## src/rtl/uart_pkg.sv

```systemverilog
// uart_pkg: shared definitions for the UART transmit path.
//
// Contents:
//   UART_DATA_BITS            - number of data bits per frame (fixed at 8)
//   UART_CLKS_PER_BIT_DEFAULT - default bit period in clocks (100 MHz / 115200)
//   tx_state_t                - transmitter frame-sequencing states
package uart_pkg;

    localparam int UART_DATA_BITS            = 8;
    localparam int UART_CLKS_PER_BIT_DEFAULT = 868;

    // Explicit 3-bit encoding so the state can be exported on a debug port
    // and compared against plain vectors by external checkers.
    typedef enum logic [2:0] {
        IDLE   = 3'd0,
        START  = 3'd1,
        DATA   = 3'd2,
        PARITY = 3'd3,
        STOP   = 3'd4
    } tx_state_t;

endpackage

```

## src/rtl/uart_tx_ctrl_if.sv

```systemverilog
// uart_tx_ctrl_if: byte handshake between a host-side byte source and the
// UART transmit controller.
//
// Signals:
//   tx_data  [7:0] byte offered by the source
//   tx_valid       source has a byte on tx_data
//   tx_ready       controller can accept a byte this cycle
//
// Handshake: a byte is transferred on a rising clock edge where tx_valid and
// tx_ready are both high. tx_data is only meaningful while tx_valid is high
// and is sampled exactly once, on that edge. tx_valid while tx_ready is low
// has no effect; the source may keep it high to queue the next byte.
//
// Modports:
//   master - the byte source (drives tx_data/tx_valid)
//   slave  - the transmit controller (drives tx_ready)
interface uart_tx_ctrl_if;
    import uart_pkg::*;

    logic [UART_DATA_BITS-1:0] tx_data;
    logic                      tx_valid;
    logic                      tx_ready;

    modport master (
        output tx_data,
        output tx_valid,
        input  tx_ready
    );

    modport slave (
        input  tx_data,
        input  tx_valid,
        output tx_ready
    );

endinterface

```

## src/rtl/uart_parity_calc.sv

```systemverilog
// uart_parity_calc: combinational parity generator for one UART data byte.
//
// Ports:
//   data   [7:0] byte being framed
//   odd          0 = even parity, 1 = odd parity
//   parity       parity bit to place on the line after the data bits
//
// Even parity makes the total number of ones in data+parity even, which is
// simply the XOR of the data bits; odd parity is its inverse.
module uart_parity_calc
    import uart_pkg::*;
(
    input  logic [UART_DATA_BITS-1:0] data,
    input  logic                      odd,
    output logic                      parity
);

    assign parity = (^data) ^ odd;

endmodule

```

## src/rtl/uart_tx_ctrl.sv

```systemverilog
// uart_tx_ctrl: UART transmit controller.
//
// Accepts a byte over the tx_if handshake, latches its parity, and
// serialises start bit, 8 data bits (LSB first), an optional parity bit and
// a stop bit onto tx_out, each held for CLKS_PER_BIT clocks.
//
// Parameters:
//   CLKS_PER_BIT  clocks per UART bit, >= 2
//   PARITY_EN     1 = 11-bit frame with parity, 0 = 10-bit frame
//   PARITY_ODD    0 = even parity, 1 = odd parity
//
// Ports:
//   clk        system clock, rising edge
//   rst        synchronous active-high reset
//   tx_if      byte handshake (slave side): tx_data, tx_valid, tx_ready
//   tx_out     serial line, idle high (registered)
//   busy       frame in progress (registered)
//   done       one-cycle pulse on the last cycle of the stop bit (registered)
//   state_dbg  current FSM state, for observation only
module uart_tx_ctrl
    import uart_pkg::*;
#(
    parameter int CLKS_PER_BIT = UART_CLKS_PER_BIT_DEFAULT,
    parameter bit PARITY_EN    = 1'b1,
    parameter bit PARITY_ODD   = 1'b0
) (
    input  logic           clk,
    input  logic           rst,
    uart_tx_ctrl_if.slave  tx_if,
    output logic           tx_out,
    output logic           busy,
    output logic           done,
    output tx_state_t      state_dbg
);

    localparam int                BAUD_W    = $clog2(CLKS_PER_BIT);
    localparam logic [BAUD_W-1:0] BAUD_LAST = BAUD_W'(CLKS_PER_BIT - 1);
    localparam logic [2:0]        BIT_LAST  = 3'(UART_DATA_BITS - 1);

    // ------------------------------------------------------------------
    // State
    // ------------------------------------------------------------------
    tx_state_t                 state_q,  state_d;
    logic [BAUD_W-1:0]         baud_q,   baud_d;
    logic [2:0]                bit_q,    bit_d;
    logic [UART_DATA_BITS-1:0] shift_q,  shift_d;
    logic                      parity_q, parity_d;
    logic                      tx_out_q, tx_out_d;
    logic                      busy_q,   busy_d;
    logic                      done_q,   done_d;

    logic                      parity_w;
    logic                      baud_end;

    // Parity is computed from the live bus but only captured together with
    // the byte, so later tx_data changes cannot disturb the frame in flight.
    uart_parity_calc u_parity (
        .data   (tx_if.tx_data),
        .odd    (PARITY_ODD),
        .parity (parity_w)
    );

    assign baud_end = (baud_q == BAUD_LAST);

    // ------------------------------------------------------------------
    // Next-state logic
    // ------------------------------------------------------------------
    always_comb begin
        state_d  = state_q;
        baud_d   = baud_q;
        bit_d    = bit_q;
        shift_d  = shift_q;
        parity_d = parity_q;

        case (state_q)
            IDLE: begin
                if (tx_if.tx_valid) begin
                    shift_d  = tx_if.tx_data;
                    parity_d = parity_w;
                    baud_d   = '0;
                    bit_d    = '0;
                    state_d  = START;
                end
            end

            START: begin
                if (baud_end) begin
                    baud_d  = '0;
                    state_d = DATA;
                end else begin
                    baud_d = baud_q + 1'b1;
                end
            end

            DATA: begin
                if (baud_end) begin
                    baud_d  = '0;
                    shift_d = shift_q >> 1;
                    if (bit_q == BIT_LAST) begin
                        bit_d   = '0;
                        state_d = PARITY_EN ? PARITY : STOP;
                    end else begin
                        bit_d = bit_q + 3'd1;
                    end
                end else begin
                    baud_d = baud_q + 1'b1;
                end
            end

            PARITY: begin
                if (baud_end) begin
                    baud_d  = '0;
                    state_d = STOP;
                end else begin
                    baud_d = baud_q + 1'b1;
                end
            end

            STOP: begin
                if (baud_end) begin
                    baud_d  = '0;
                    state_d = IDLE;
                end else begin
                    baud_d = baud_q + 1'b1;
                end
            end

            default: begin
                baud_d  = '0;
                bit_d   = '0;
                state_d = IDLE;
            end
        endcase
    end

    // ------------------------------------------------------------------
    // Registered outputs
    // ------------------------------------------------------------------
    // The outputs are decoded from the *next* state so that, once
    // registered, they line up with the state they describe: tx_out goes
    // low on the first START cycle and done lands on the last STOP cycle.
    always_comb begin
        case (state_d)
            IDLE:    tx_out_d = 1'b1;
            START:   tx_out_d = 1'b0;
            DATA:    tx_out_d = shift_d[0];
            PARITY:  tx_out_d = parity_d;
            STOP:    tx_out_d = 1'b1;
            default: tx_out_d = 1'b1;
        endcase

        busy_d = (state_d != IDLE);
        done_d = (state_d == STOP) && (baud_d == BAUD_LAST);
    end

    always_ff @(posedge clk) begin
        if (rst) begin
            state_q  <= IDLE;
            baud_q   <= '0;
            bit_q    <= '0;
            shift_q  <= '0;
            parity_q <= 1'b0;
            tx_out_q <= 1'b1;
            busy_q   <= 1'b0;
            done_q   <= 1'b0;
        end else begin
            state_q  <= state_d;
            baud_q   <= baud_d;
            bit_q    <= bit_d;
            shift_q  <= shift_d;
            parity_q <= parity_d;
            tx_out_q <= tx_out_d;
            busy_q   <= busy_d;
            done_q   <= done_d;
        end
    end

    // Ready is combinational on rst so that a byte offered in the same
    // cycle as reset is never considered transferred.
    assign tx_if.tx_ready = (state_q == IDLE) && !rst;

    assign tx_out    = tx_out_q;
    assign busy      = busy_q;
    assign done      = done_q;
    assign state_dbg = state_q;

endmodule

```

## src/flat_wrapper.sv

```systemverilog
// flat-port wrapper written by rule: the top's interface ports become plain ports
module uart_tx_ctrl_flat import uart_pkg::*;
#(
    parameter int CLKS_PER_BIT = UART_CLKS_PER_BIT_DEFAULT,
    parameter bit PARITY_EN    = 1'b1,
    parameter bit PARITY_ODD   = 1'b0
)
  (clk, rst, tx_out, busy, done, state_dbg, tx_if_tx_data, tx_if_tx_valid, tx_if_tx_ready);
  uart_tx_ctrl_if tx_if_i ();
  input  logic clk;
  input  logic rst;
  output logic tx_out;
  output logic busy;
  output logic done;
  output tx_state_t state_dbg;
  input wire logic [$bits(tx_if_i.tx_data)-1:0] tx_if_tx_data;
  input wire logic [$bits(tx_if_i.tx_valid)-1:0] tx_if_tx_valid;
  output wire logic [$bits(tx_if_i.tx_ready)-1:0] tx_if_tx_ready;
  assign tx_if_i.tx_data = tx_if_tx_data;
  assign tx_if_i.tx_valid = tx_if_tx_valid;
  assign tx_if_tx_ready = tx_if_i.tx_ready;
  uart_tx_ctrl #(.CLKS_PER_BIT(CLKS_PER_BIT), .PARITY_EN(PARITY_EN), .PARITY_ODD(PARITY_ODD)) u_core (.clk(clk), .rst(rst), .tx_if(tx_if_i), .tx_out(tx_out), .busy(busy), .done(done), .state_dbg(state_dbg));
endmodule
```

## config.mk

```make
export PLATFORM = sky130hd
export DESIGN_NAME = uart_tx_ctrl_flat
export DESIGN_NICKNAME = d
export VERILOG_FILES = /design/src/rtl/uart_pkg.sv /design/src/rtl/uart_tx_ctrl_if.sv /design/src/rtl/uart_parity_calc.sv /design/src/rtl/uart_tx_ctrl.sv /design/src/flat_wrapper.sv
export SDC_FILE = /design/constraint.sdc
export NUM_CORES = 1
export LEC_CHECK = 0
export ABC_AREA = 1
export CORE_MARGIN = 5
export CORE_UTILIZATION = 50
export DETAILED_ROUTE_END_ITERATION = 7
export PLACE_DENSITY = 0.84
export SYNTH_ARGS = -nofsm -noshare
export SYNTH_HDL_FRONTEND = slang
export SYNTH_HIERARCHICAL = 1
export SYNTH_SLANG_ARGS = --single-unit
```

## constraint.sdc

```tcl
create_clock -name clk -period 1.52 [get_ports clk]
set_input_delay 0.456 -clock clk [delete_from_list [all_inputs] [get_ports clk]]
set_output_delay 0.456 -clock clk [all_outputs]
set_load 0.01 [all_outputs]
```

Word level (Yosys, flattened, before mapping)
Cells that the tools add are included.
Storage, ports and cells
  register bits: 28
Cells by class
  equality and inequality tests: 13
  bitwise operators: 1
  muxes and demuxes: 20
  add/subtract/negate cells: 2
  reduce and logical (&&, ||, !) cells: 11
Operators with widths (number)
  $mux W3: 9
  $eq A10 B10 Y1 const B: 2
  $mux W10: 2
  $pmux W10 S2: 1
  $mux W8: 2
  $pmux W8 S2: 1
  $pmux W3 S5: 1
  $eq A3 B2 Y1 const B: 4
  $add A10 B1 Y10 const B: 1
  $eq A3 B3 Y1 const B: 3
  $pmux W3 S3: 1
  $reduce_xor A8 Y1: 1
  $eq A3 B1 Y1 const B: 2
  $reduce_and A3 Y1: 2
  $reduce_or A4 Y1: 1
  $add A3 B1 Y3 const B: 1
  $logic_not A3 Y1: 1
  $pmux W1 S3: 1
  $reduce_bool A3 Y1: 1
  $reduce_or A3 Y1: 1
  $logic_and A1 B1 Y1: 2
  $mux W1: 2
  $ne A2 B1 Y1 const B: 1
  $ne A2 B2 Y1 const B: 1
  other kinds (3): 3

Longest topological paths before layout
Gate-level depths: netlist (run 1).
  depth after elaboration: 6
  depth in mapped cells: 13
  depth with buffers taken out: 13

Modules after synthesis
Netlist (run 1), hierarchy kept.
By module, submodules not included
  uart_tx_ctrl: cells an instance 235, area an instance 1554.0 sq um, seq. area each 560.5 sq um, instances 1
  uart_parity_calc: cells an instance 38, area an instance 163.9 sq um, seq. area each 0.0 sq um, instances 1

Least setup slack after synthesis (run 1)
No wires, ideal clock.
  path type: reg-to-reg
  start: reg u_core.baud_q[0]
  end: reg u_core.tx_out_q (netlist: u_core/tx_out)
  data arrival time: 1.435 ns
  cell stages (with the launch flop): 11
  slack: -0.035 ns
  clock period less this slack: 1.555 ns
  library setup time: 0.120 ns
  data required time: 1.400 ns
  buffers on the path: 0
  path through: dfxtp_1 ha_1 nand2_1 nor2_2 nand3_4 o21ai_1 nand3_1 inv_1 nand2_1 nand2_1 nand3_1
On the way
  cells in the longest elaborated chain, start to end: 5
  elaborated cells on any way between the ends: 12
RTL lines
  start: declaration: line uart_tx_ctrl.sv:44  | logic [BAUD_W-1:0] baud_q, baud_d;
  start signal: assignment: line uart_tx_ctrl.sv:168  | baud_q <= baud_d;
  $eq A10 B10 Y1 *: line uart_tx_ctrl.sv:63  | assign baud_end = (baud_q == BAUD_LAST);
  $mux W3 (on tied branches)
  $pmux W3 S5: line uart_tx_ctrl.sv:75  | case (state_q)
  $eq A3 B2 Y1 or $eq A3 B1 Y1 (tied branches): line uart_tx_ctrl.sv:143  | case (state_d)
  $pmux W1 S3 *: line uart_tx_ctrl.sv:143
  end signal: assignment: line uart_tx_ctrl.sv:172  | tx_out_q <= tx_out_d;
  end: declaration: line uart_tx_ctrl.sv:48  | logic tx_out_q, tx_out_d;
Every way passes the cells marked *; elsewhere a longest branch is shown, timed or not. The select of a mux whose other input is x is not followed.
A chain may end at the register's enable or synchronous reset.

Worst setup path in the final report (run 1)
  start: reg u_core.state_q[0] (netlist: u_core/state_dbg[0])
  end: reg u_core.done_q (netlist: u_core/done)
On the way
  cells in the longest elaborated chain, start to end: 5
  elaborated cells on any way between the ends: 17
RTL lines
  start: declaration: line uart_tx_ctrl.sv:43  | tx_state_t state_q, state_d;
  start signal: assignment: line uart_tx_ctrl.sv:167  | state_q <= state_d;
  $eq A3 B1 Y1 (tied with other cells): line uart_tx_ctrl.sv:75
  $reduce_or A4 Y1 (no line) or $mux W3 (tied branches)
  $pmux W10 S2 or $pmux W3 S5 (tied branches): line uart_tx_ctrl.sv:75
  $eq A10 B10 Y1 or $eq A3 B3 Y1 (tied branches): line uart_tx_ctrl.sv:153  | done_d = (state_d == STOP) && (baud_d == BAUD_LAST);
  $logic_and A1 B1 Y1 *: line uart_tx_ctrl.sv:153
  end signal: assignment: line uart_tx_ctrl.sv:174  | done_q <= done_d;
  end: declaration: line uart_tx_ctrl.sv:50  | logic done_q, done_d;
Every way passes the cells marked *; elsewhere a longest branch is shown, timed or not.

==> results.py, run 1 <==
metrics = {
    "setup_path": {
        "setup.worst_path.class": "flip-flop to flip-flop",
        "endpoint_kind": "flip-flop",
        "path_max_fanout": 5,
        "required_arrival_time_at_the_worst_endpoint_ns": 1.81,
        "arrival_ns": 1.87,
        "critical_path.startpoint_type": "flip-flop",
        "critical_path.slowest_cell": "dfxtp_2",
        "critical_path.cell_chain": "buf_6 -> nor2_4 -> nand2_2 -> nand3_4 -> buf_4 -> nand3_1 -> a21oi_2 -> nand2_1 -> nor2_1 -> nand2_1 -> nor2_1",
        "critPathMaxStageDelay_ns": 0.37,
    },
    "detailed_routing": {
        "drt_first_pass_iters": 4,
        "post-route-drc-count": 0,
        "postRouteWirelength_um": 4690,
        "postRouteAntennaNets": 0,
        "iteration_0_drc_count_of_the_detailed_router": 109,
        "viasPerCell": 5.08,
        "total_number_of_vias": 1893,
        "routed_wire_length_per_instance_um": 12.6,
    },
    "status": {
        "failing_checks": "negative setup slack",
        "outcome": "complete, but fails checks",
    },
    "clocking": {
        "cts-root-to-sink-buffers": 2,
        "cts-htree-levels": 1,
        "clock-root-buffer": "clkbuf_4",
        "tritoncts_num_sinks": 28,
        "cts_made_buffers": 3,
        "postCtsHoldBufs": 0,
        "later_pin_clock_latency_in_the_skew_report_ns": 0.33,
        "cts_tree": "built",
        "clock_transition_at_the_registers_of_the_reported_paths_ns": 0.15,
    },
    "timing": {
        "max_freq_mhz": 634,
        "finalWorstPathRequiredPeriod_ns": 1.58,
        "period_share_pct": 104,
        "final_max_slew_viol_count": 0,
        "final.setup_skew_ns": 0.00825,
        "setup_repair_after_global_routing_missed_its_margin": "true",
        "final_hold_violating_endpoints": 0,
        "setup_violations": 5,
        "timing.final.ws_setup_ns": -0.0584,
    },
    "floorplan": {
        "floorplan.die.width_um": 68.6,
        "core_area_um2": 3340,
        "fp.dieH_um": 68.6,
        "initial_core_util_pct": 51.5,
        "std_cell_rows": 21,
        "die-area_um2": 4710,
        "design.portCount": 18,
    },
    "final_layout": {
        "most_frequent_cells_in_the_layout": "nand2_1 (86), inv_1 (35), buf_4 (33)",
        "postLayoutCoreUtil_pct": 71.4,
        "final_layout_size_suffix_gt1_share_pct": 32.1,
        "area.growth.synth_to_final_pct": 38.7,
        "insertedDiodeCount": 0,
        "n_fill_cell": 267,
        "layout_commonest_cell": "nand2_1",
        "final_net_count": 343,
    },
    "yosys": {
        "synth.yosys.seq_area_share_pct": 32.6,
        "netlist.top_cell.by_area": "dfxtp_1",
        "synth_largest_type_area_fraction_pct": 32.6,
        "ys_top_cells_by_area": "dfxtp_1 (33%), nand2_1 (21%), inv_1 (7.9%)",
        "yosys_warnings": 6,
        "post_synth_num_cell_types": 33,
        "synth.cell_area_um2": 1720,
        "syn_avg_cell_area_um2": 6.29,
        "netlist_instances": 273,
        "yosys_register_bits": 28,
    },
    "placement": {
        "post-dp-hpwl_um": 3100,
        "pre_cts_slack_ns": -0.512,
        "port_buffers": 17,
        "place_congestion": 0.916,
    },
    "power_and_ir_drop": {
        "power_density_nw_per_um2": 606,
        "static-leakage-power_nw": 1.12,
        "power.ir.vdd_worst_uv": 487,
    },
    "global_routing": {
        "gr-usage-all-layers_pct": 22.0,
        "first_global_vias": 1881,
        "number_of_antenna_violations_at_the_first_check_in_global_routing": 0,
        "wire_length_of_the_first_global_routing_pass_um": 7890,
        "grt_overflow_total": 0,
        "grt_max_degree": 26,
    },
    "flow_run": {
        "cap_viol_max_count": 0,
    },
    "worst_hold_path": {
        "min-delay-path-class": "flip-flop to flip-flop",
    },
}
==> sequential cells by signal, summed over array words and instances, names as in the netlist <==
name / count
u_core/tx_out: 1
u_core/busy: 1
u_core/shift_q: 8
u_core/state_dbg: 3
u_core/baud_q: 10
u_core/parity_q: 1
u_core/done: 1
u_core/bit_q: 3
==> Yosys cell counts, drive strengths merged <==
cell	count
a211oi	1
a21boi	1
a21oi	9
a22oi	1
a31oi	7
buf	3
clkbuf	3
conb	1
dfxtp	28
ha	3
inv	40
mux2i	1
nand2	105
nand3	16
nand3b	1
nand4	5
nor2	34
nor3	2
o21ai	6
o21bai	1
o22ai	2
xor2	3
==> critical path, delay by kind of cell, from the launching register on <==
| kind | cells | cell delay (ns) |
|---|---|---|
| simple gates | 8 | 0.74 |
| flops | 1 | 0.37 |
| buf+inv | 2 | 0.26 |
| compound gates | 1 | 0.17 |
==> where the power goes <==
group / internal (mW) / switching, mW
sequential: 0.765 / 0.0195
clock: 0.0932 / 0.218
combinational: 0.168 / 0.180
==> area by class of cell <==
cell class                      instances  area [um2]  area share, %
Clock buffer                            3        22.5          0.945
Inverter                               40         150           6.30
Multi-Input combinational cell        201        1130           47.6
Sequential cell                        28         572           24.0
Tap cell                               46        57.6           2.41
Timing Repair Buffer                   55         448           18.8
==> final timing paths <==
kind | to | from | depth (start not counted) | slack (ns)
worst max-delay path | u_core/done | u_core/state_dbg[0] | 11 | -0.06
worst min-delay path | u_core/bit_q[2] | u_core/bit_q[2] | 2 | 0.48
worst max register to register | u_core/done | u_core/state_dbg[0] | 11 | -0.06
worst min register to register | u_core/bit_q[2] | u_core/bit_q[2] | 2 | 0.48
==> metrics by stage <==
| step | std cells | area, um2 | setup TNS [ns] | power (mW) | hold WS [ns] |
|---|---|---|---|---|---|
| CTS | 371 | 2310 | -0.0618 | 1.43 | 0.479 |
| finish | 373 | 2380 | -0.173 | 1.44 | 0.475 |
| floorplan | 274 | 1730 | -0.00450 | 0.957 | 0.441 |
| detailed placement | 366 | 2190 | -5.48 | 1.11 | 0.459 |
| global route | 373 | 2380 | -1.39 | 1.53 | 0.514 |
| global placement | 366 | 2190 | -4.66 | 1.10 | 0.447 |
==> cells by family (layout without fill, tap and decap cells) <==
logic type	after synthesis	in the layout	share of synthesized area (%)
and+or+nand+nor	163	164	42.0
buffers and inverters	46	98	10.6
AOI/OAI and AO/OA	28	28	10.3
DFF	28	28	32.6
adders and majority gates	3	3	2.19
xor gates and xnor gates	3	3	1.53
other	1	2	0.218
muxes	1	1	0.583
==> routing by layer <==
layer	global-route usage, %	share of wire, %	up-vias	wire (um)
li1	-	-	972	-
met1	22.7	40	855	1870
met4	10.9	3.9	0	182
met2	40.2	52	47	2450
met5	0	0	-	0
met3	6.16	4.0	19	189
==> repair_timing <==
item | CTS | global route
setup buffers | 1 | 2
setup endpoints to repair | 25 | 23
resized for setup | 58 | 20
pin swaps | 9 | 5
gates cloned | 1 | 0
Note: power is estimated with default switching activity, not from simulation.
==> inputs of run 2 (changes only) <==
--- a/config.mk
+++ b/config.mk
@@ -9,6 +9,7 @@
 export CORE_MARGIN = 5
 export CORE_UTILIZATION = 50
 export DETAILED_ROUTE_END_ITERATION = 7
+export GPL_ROUTABILITY_DRIVEN = 0
 export PLACE_DENSITY = 0.84
 export SYNTH_ARGS = -nofsm -noshare
 export SYNTH_HDL_FRONTEND = slang
==> results.py, run 2 (synthesis results as in run 1) <==
metrics = {
    "global_routing": {
        "grt.met1_usage_pct": 21.7,
        "number_of_antenna_violations_at_the_first_check_in_global_routing": 0,
        "gr-usage-all-layers_pct": 20.4,
        "global_route_met3_usage_pct": 4.21,
        "first_global_vias": 1744,
        "grt_overflow_total": 0,
        "busiest_layer": "met2",
        "grt_max_degree": 26,
        "met2_usage_pct": 37.5,
        "wire_length_of_the_first_global_routing_pass_um": 7250,
    },
    "clocking": {
        "clock_transition_at_the_registers_of_the_reported_paths_ns": 0.15,
        "later_pin_clock_latency_in_the_skew_report_ns": 0.35,
        "cts-root-to-sink-buffers": 2,
        "cts_made_buffers": 3,
        "clock-root-buffer": "clkbuf_4",
        "postCtsHoldBufs": 0,
        "tritoncts_num_sinks": 28,
        "cts_tree": "built",
        "cts-htree-levels": 1,
    },
    "power_and_ir_drop": {
        "power_density_nw_per_um2": 568,
        "static-leakage-power_nw": 1.20,
        "design_power_total_mw": 1.49,
        "power.ir.vdd_worst_uv": 590,
    },
    "final_layout": {
        "top_registers": "u_core/baud_q x10, u_core/shift_q x8",
        "multiInputGateArea_um2": 1270,
        "insertedDiodeCount": 0,
        "largest_register": "u_core/baud_q",
        "most_frequent_cells_in_the_layout": "nand2_1 (71), buf_4 (38), inv_1 (34)",
        "area.growth.synth_to_final_pct": 52.4,
        "largest_reg_flops": 10,
        "n_fill_cell": 225,
        "layout_commonest_cell": "nand2_1",
        "ff_latch_area_um2": 578,
        "final_net_count": 352,
        "stdcell_area_um2": 2620,
        "final_layout_size_suffix_gt1_share_pct": 43.2,
    },
    "floorplan": {
        "fp.dieH_um": 68.6,
        "core_area_um2": 3340,
        "floorplan.die.width_um": 68.6,
        "die-area_um2": 4710,
        "design.portCount": 18,
        "initial_core_util_pct": 51.5,
        "std_cell_rows": 21,
    },
    "worst_hold_path": {
        "whs_path_depth": 2,
        "min-delay-path-class": "flip-flop to flip-flop",
    },
    "setup_path": {
        "critical_path.startpoint_type": "flip-flop",
        "worst-r2r-cell-count": 11,
        "endpoint_kind": "flip-flop",
        "arrival_ns": 1.90,
        "required_arrival_time_at_the_worst_endpoint_ns": 1.82,
        "path_max_fanout": 5,
        "r2r_slack_ns": -0.08,
        "setup.worst_path.class": "flip-flop to flip-flop",
    },
    "timing": {
        "finalWorstPathRequiredPeriod_ns": 1.60,
        "setup_repair_after_global_routing_missed_its_margin": "true",
        "setup_violations": 9,
        "max_freq_mhz": 624,
        "final.setup_skew_ns": 0.00729,
        "period_share_pct": 105,
        "final_hold_violating_endpoints": 0,
        "timing.final.ws_setup_ns": -0.0826,
        "final_max_slew_viol_count": 0,
    },
    "detailed_routing": {
        "postRouteWirelength_um": 5430,
        "postRouteAntennaNets": 0,
        "viasPerCell": 5.20,
        "iteration_0_drc_count_of_the_detailed_router": 119,
        "post-route-drc-count": 0,
        "total_number_of_vias": 1985,
        "drt_first_pass_iters": 4,
        "routed_wire_length_per_instance_um": 14.2,
    },
    "placement": {
        "place_area_um2": 2190,
        "port_buffers": 17,
        "post-dp-hpwl_um": 3070,
    },
    "status": {
        "failing_checks": "negative setup slack",
        "outcome": "complete, but fails checks",
    },
    "flow_run": {
        "cap_viol_max_count": 0,
    },
}
-- run 2: timing repair --
item                       4_1_cts  5_1_grt
resized for setup               54       71
buffers inserted                 7        8
setup endpoints to repair       26       24
pin swaps                       17       33
cloned                           1        0
-- run 2: routing by layer --
metal | wire length [um] | share of wire [%] | vias to the layer above
met4 | 159 | 2.9 | 0
met1 | 2030 | 37 | 921
met5 | 0 | 0 | -
li1 | - | - | 982
met2 | 2970 | 55 | 65
met3 | 281 | 5.2 | 17
-- run 2: worst max-delay path: stages, from the launching register on --
cell and delay (ns):
dfxtp_2 0.35, buf_4 0.15, nor2_4 0.14, nand2_4 0.08, nand3_4 0.14, buf_4 0.13, nand3_2 0.09, a21oi_2 0.15
nand2_1 0.08, nor2_1 0.10, nand2_1 0.06, nor2_1 0.07
-- run 2: where the power goes --
group	internal (mW)	switching, mW
registers	0.761	0.0207
clock network	0.0937	0.230
logic	0.180	0.202
total	1.03	0.453
-- run 2: path summary, 6_finish.rpt --
path,start,end
max,u_core/state_dbg[1],u_core/done
min,u_core/shift_q[7],u_core/shift_q[7]
max reg2reg,u_core/state_dbg[1],u_core/done
min reg2reg,u_core/shift_q[7],u_core/shift_q[7]
-- run 2: metrics by stage --
step                instances  utilization (%)  setup TNS, ns  hold slack, ns  setup slack [ns]
finish                    382             78.4         -0.340           0.478           -0.0826
global route              382             78.4          -1.60           0.504            -0.182
CTS                       376             70.1        -0.0830           0.472           -0.0617
detailed placement        366             65.8          -5.44           0.453            -0.511
global placement          366             65.8          -4.69           0.448            -0.450
floorplan                 274                -       -0.00450           0.441          -0.00450
-- run 2: layout make-up --
type / instances / share of cell area (%)
Multi-Input combinational cell: 201 / 48.5
Clock buffer: 3 / 0.860
Tap cell: 46 / 2.20
Timing Repair Buffer: 64 / 20.4
Inverter: 40 / 5.93
Sequential cell: 28 / 22.1
==> inputs of run 3 (changes only) <==
--- a/config.mk
+++ b/config.mk
@@ -5,12 +5,12 @@
 export SDC_FILE = /design/constraint.sdc
 export NUM_CORES = 1
 export LEC_CHECK = 0
-export ABC_AREA = 1
+export CORE_ASPECT_RATIO = 0.8
 export CORE_MARGIN = 5
-export CORE_UTILIZATION = 50
+export CORE_UTILIZATION = 49
 export DETAILED_ROUTE_END_ITERATION = 7
 export GPL_ROUTABILITY_DRIVEN = 0
-export PLACE_DENSITY = 0.84
+export PLACE_DENSITY = 0.83
 export SYNTH_ARGS = -nofsm -noshare
 export SYNTH_HDL_FRONTEND = slang
 export SYNTH_HIERARCHICAL = 1
==> results.py, run 3 <==
metrics = {
    "timing": {
        "setup_violations": 29,
        "setup_repair_after_global_routing_missed_its_margin": "true",
        "final_max_slew_viol_count": 0,
        "tns_ns": -9.98,
        "final.setup_skew_ns": 0.00259,
        "finalWorstPathRequiredPeriod_ns": 2.10,
        "period_share_pct": 138,
        "final_hold_violating_endpoints": 0,
        "timing.final.ws_setup_ns": -0.579,
        "max_freq_mhz": 476,
    },
    "setup_path": {
        "endpoint_kind": "flip-flop",
        "setup.worst_path.class": "flip-flop to flip-flop",
        "critical_path.reg2reg.endpoint": "u_core/done",
        "critical_path.startpoint_type": "flip-flop",
        "arrival_ns": 2.29,
        "worst-r2r-cell-count": 9,
        "r2r_slack_ns": -0.58,
        "path_max_fanout": 6,
        "rr_startpoint": "u_core/baud_q[1]",
        "required_arrival_time_at_the_worst_endpoint_ns": 1.71,
    },
    "final_layout": {
        "insertedDiodeCount": 0,
        "most_frequent_cells_in_the_layout": "buf_4 (48), dfxtp_1 (24), nand2_1 (20)",
        "largest_reg_flops": 10,
        "final_net_count": 275,
        "ff_latch_area_um2": 571,
        "top_registers": "u_core/baud_q x10, u_core/shift_q x8",
        "largest_register": "u_core/baud_q",
        "multiInputGateArea_um2": 1120,
        "stdcell_area_um2": 2430,
        "area.growth.synth_to_final_pct": 57.2,
        "n_fill_cell": 182,
        "layout_commonest_cell": "buf_4",
        "final_layout_size_suffix_gt1_share_pct": 41.5,
    },
    "yosys": {
        "netlist.top_cell.by_area": "dfxtp_1",
        "yosys_register_bits": 28,
        "synth_most_common_cell": "dfxtp_1",
        "post_synth_num_cell_types": 46,
        "synth.cell_area_um2": 1550,
        "synth-edff-count": 0,
        "synthArstFlopShare_pct": 0,
        "syn-num-nets": 203,
        "netlist_instances": 189,
        "syn_avg_cell_area_um2": 8.20,
        "ys_top_cells_by_area": "dfxtp_1 (36%), nor2_1 (5.6%), a21oi_1 (5.5%)",
        "synth_common_cells": "dfxtp_1 (28), nor2_1 (23), nand2_1 (21), a21oi_1 (17), a22oi_1 (10)",
        "main_synth_ff_type": "dfxtp_1",
        "synth.yosys.seq_area_share_pct": 36.2,
        "yosys_warnings": 6,
        "synth_largest_type_area_fraction_pct": 36.2,
    },
    "detailed_routing": {
        "drt_first_pass_iters": 5,
        "total_number_of_vias": 1845,
        "postRouteAntennaNets": 0,
        "iteration_0_drc_count_of_the_detailed_router": 199,
        "routed_wire_length_per_instance_um": 18.2,
        "viasPerCell": 6.15,
        "postRouteWirelength_um": 5450,
        "post-route-drc-count": 0,
    },
    "clocking": {
        "postCtsHoldBufs": 0,
        "cts_tree": "built",
        "cts-root-to-sink-buffers": 2,
        "cts_made_buffers": 3,
        "cts-htree-levels": 1,
        "clock-root-buffer": "clkbuf_8",
        "later_pin_clock_latency_in_the_skew_report_ns": 0.27,
        "clock_transition_at_the_registers_of_the_reported_paths_ns": 0.10,
        "tritoncts_num_sinks": 28,
    },
    "floorplan": {
        "fp.dieH_um": 60.3,
        "core_area_um2": 3060,
        "die-area_um2": 4390,
        "floorplan.die.width_um": 72.9,
        "std_cell_rows": 18,
        "initial_core_util_pct": 50.6,
        "design.portCount": 18,
    },
    "global_routing": {
        "first_global_vias": 1645,
        "grt_max_degree": 22,
        "grt_overflow_total": 0,
        "gr-usage-all-layers_pct": 24.2,
        "wire_length_of_the_first_global_routing_pass_um": 8190,
        "number_of_antenna_violations_at_the_first_check_in_global_routing": 0,
    },
    "flow_run": {
        "cap_viol_max_count": 0,
    },
    "status": {
        "failing_checks": "negative setup slack",
        "outcome": "complete, but fails checks",
    },
    "placement": {
        "port_buffers": 17,
        "place_area_um2": 2190,
        "post-dp-hpwl_um": 3270,
    },
    "worst_hold_path": {
        "whs_path_depth": 2,
        "min-delay-path-class": "flip-flop to flip-flop",
        "worstHoldEndpoint": "u_core/shift_q[2]",
        "hp-start": "u_core/shift_q[2]",
    },
    "power_and_ir_drop": {
        "static-leakage-power_nw": 1.02,
        "power_density_nw_per_um2": 646,
        "power.ir.vdd_worst_uv": 660,
    },
}
-- run 3: cell types whose count changed in the layout (fill, tap and decap cells not counted), moves of 9 or more --
cell / before / now
a21oi_1: 4 / 13
a22oi_2: 0 / 10
buf_4: 38 / 48
inv_1: 34 / 5
nand2_1: 71 / 20
nand2_2: 28 / 1
-- run 3: final cells by class --
class / count / area share [%]
inverters: 5 / 0.771
multi-input cells: 148 / 45.8
repair buffers: 75 / 26.1
well taps: 40 / 2.06
clock inverters: 1 / 0.154
clock buffers: 3 / 1.70
flip-flops and latches: 28 / 23.4
-- run 3: critical path, stage by stage (launching register included) --
cell     delay [ns]
dfxtp_4        0.36
ha_4           0.16
or4b_4         0.25
nor3_4         0.05
buf_12         0.14
buf_4          0.13
nor2_4         0.17
a31oi_1        0.07
or3_1          0.40
nor4_1         0.27
-- run 3: power by group --
| group | internal (mW) | leakage [nW] | switching (mW) |
|---|---|---|---|
| Clock | 0.182 | 0.0231 | 0.242 |
| Sequential | 0.760 | 0.230 | 0.0173 |
| Combinational | 0.180 | 0.766 | 0.191 |
-- run 3: kinds of logic (layout without fill, tap and decap cells) --
| kind of cell | after synthesis | in the layout | share of synthesized area, % |
|---|---|---|---|
| buffers and inverters | 13 | 84 | 3.39 |
| flip-flops | 28 | 28 | 36.2 |
| AND/OR/NAND/NOR | 79 | 79 | 26.8 |
| multiplexers | 4 | 4 | 2.67 |
| XOR/XNOR | 10 | 10 | 7.03 |
| other | 1 | 1 | 0.242 |
| adder cells (fa/ha/maj) | 3 | 3 | 2.42 |
| AO/OA/AOI/OAI | 51 | 51 | 21.2 |
-- run 3: worst max-delay path by stage --
stage	start	end	slack, ns	depth (start not counted)
finish	u_core/baud_q[1]	u_core/done	-0.58	9
global route	u_core/baud_q[1]	u_core/done	-0.71	9
CTS	u_core/baud_q[1]	u_core/tx_out	-0.52	7
detailed placement	tx_if_tx_data[7]	u_core/tx_out	-0.75	7
global placement	tx_if_tx_valid	u_core/done	-0.67	7
floorplan	u_core/baud_q[0]	u_core/tx_out	-0.46	6
-- run 3: timing repair --
item,4_1_cts,5_1_grt
setup buffers,6,4
cloned,1,0
pin swaps,16,10
endpoints found under the setup margin,35,30
resized for setup,43,14
-- run 3: metal layers --
layer	track usage [%]	routed length, um	vias to the layer above
met2	38.4	2500	115
li1	-	-	827
met4	7.89	246	0
met3	5.04	431	27
met5	0	0	-
met1	32.8	2270	876
-- run 3: stage by stage --
stage          hold WS [ns]  utilization (%)  worst slack, ns  cells  total power [mW]
2_1_floorplan         0.436                -           -0.463    189             0.969
3_3_place_gp          0.443             71.4           -0.673    288              1.09
3_5_place_dp          0.448             71.4           -0.747    288              1.11
4_1_cts               0.471             77.2           -0.516    297              1.54
5_1_grt               0.503             79.5           -0.713    300              1.62
6_report              0.478             79.5           -0.579    300              1.57
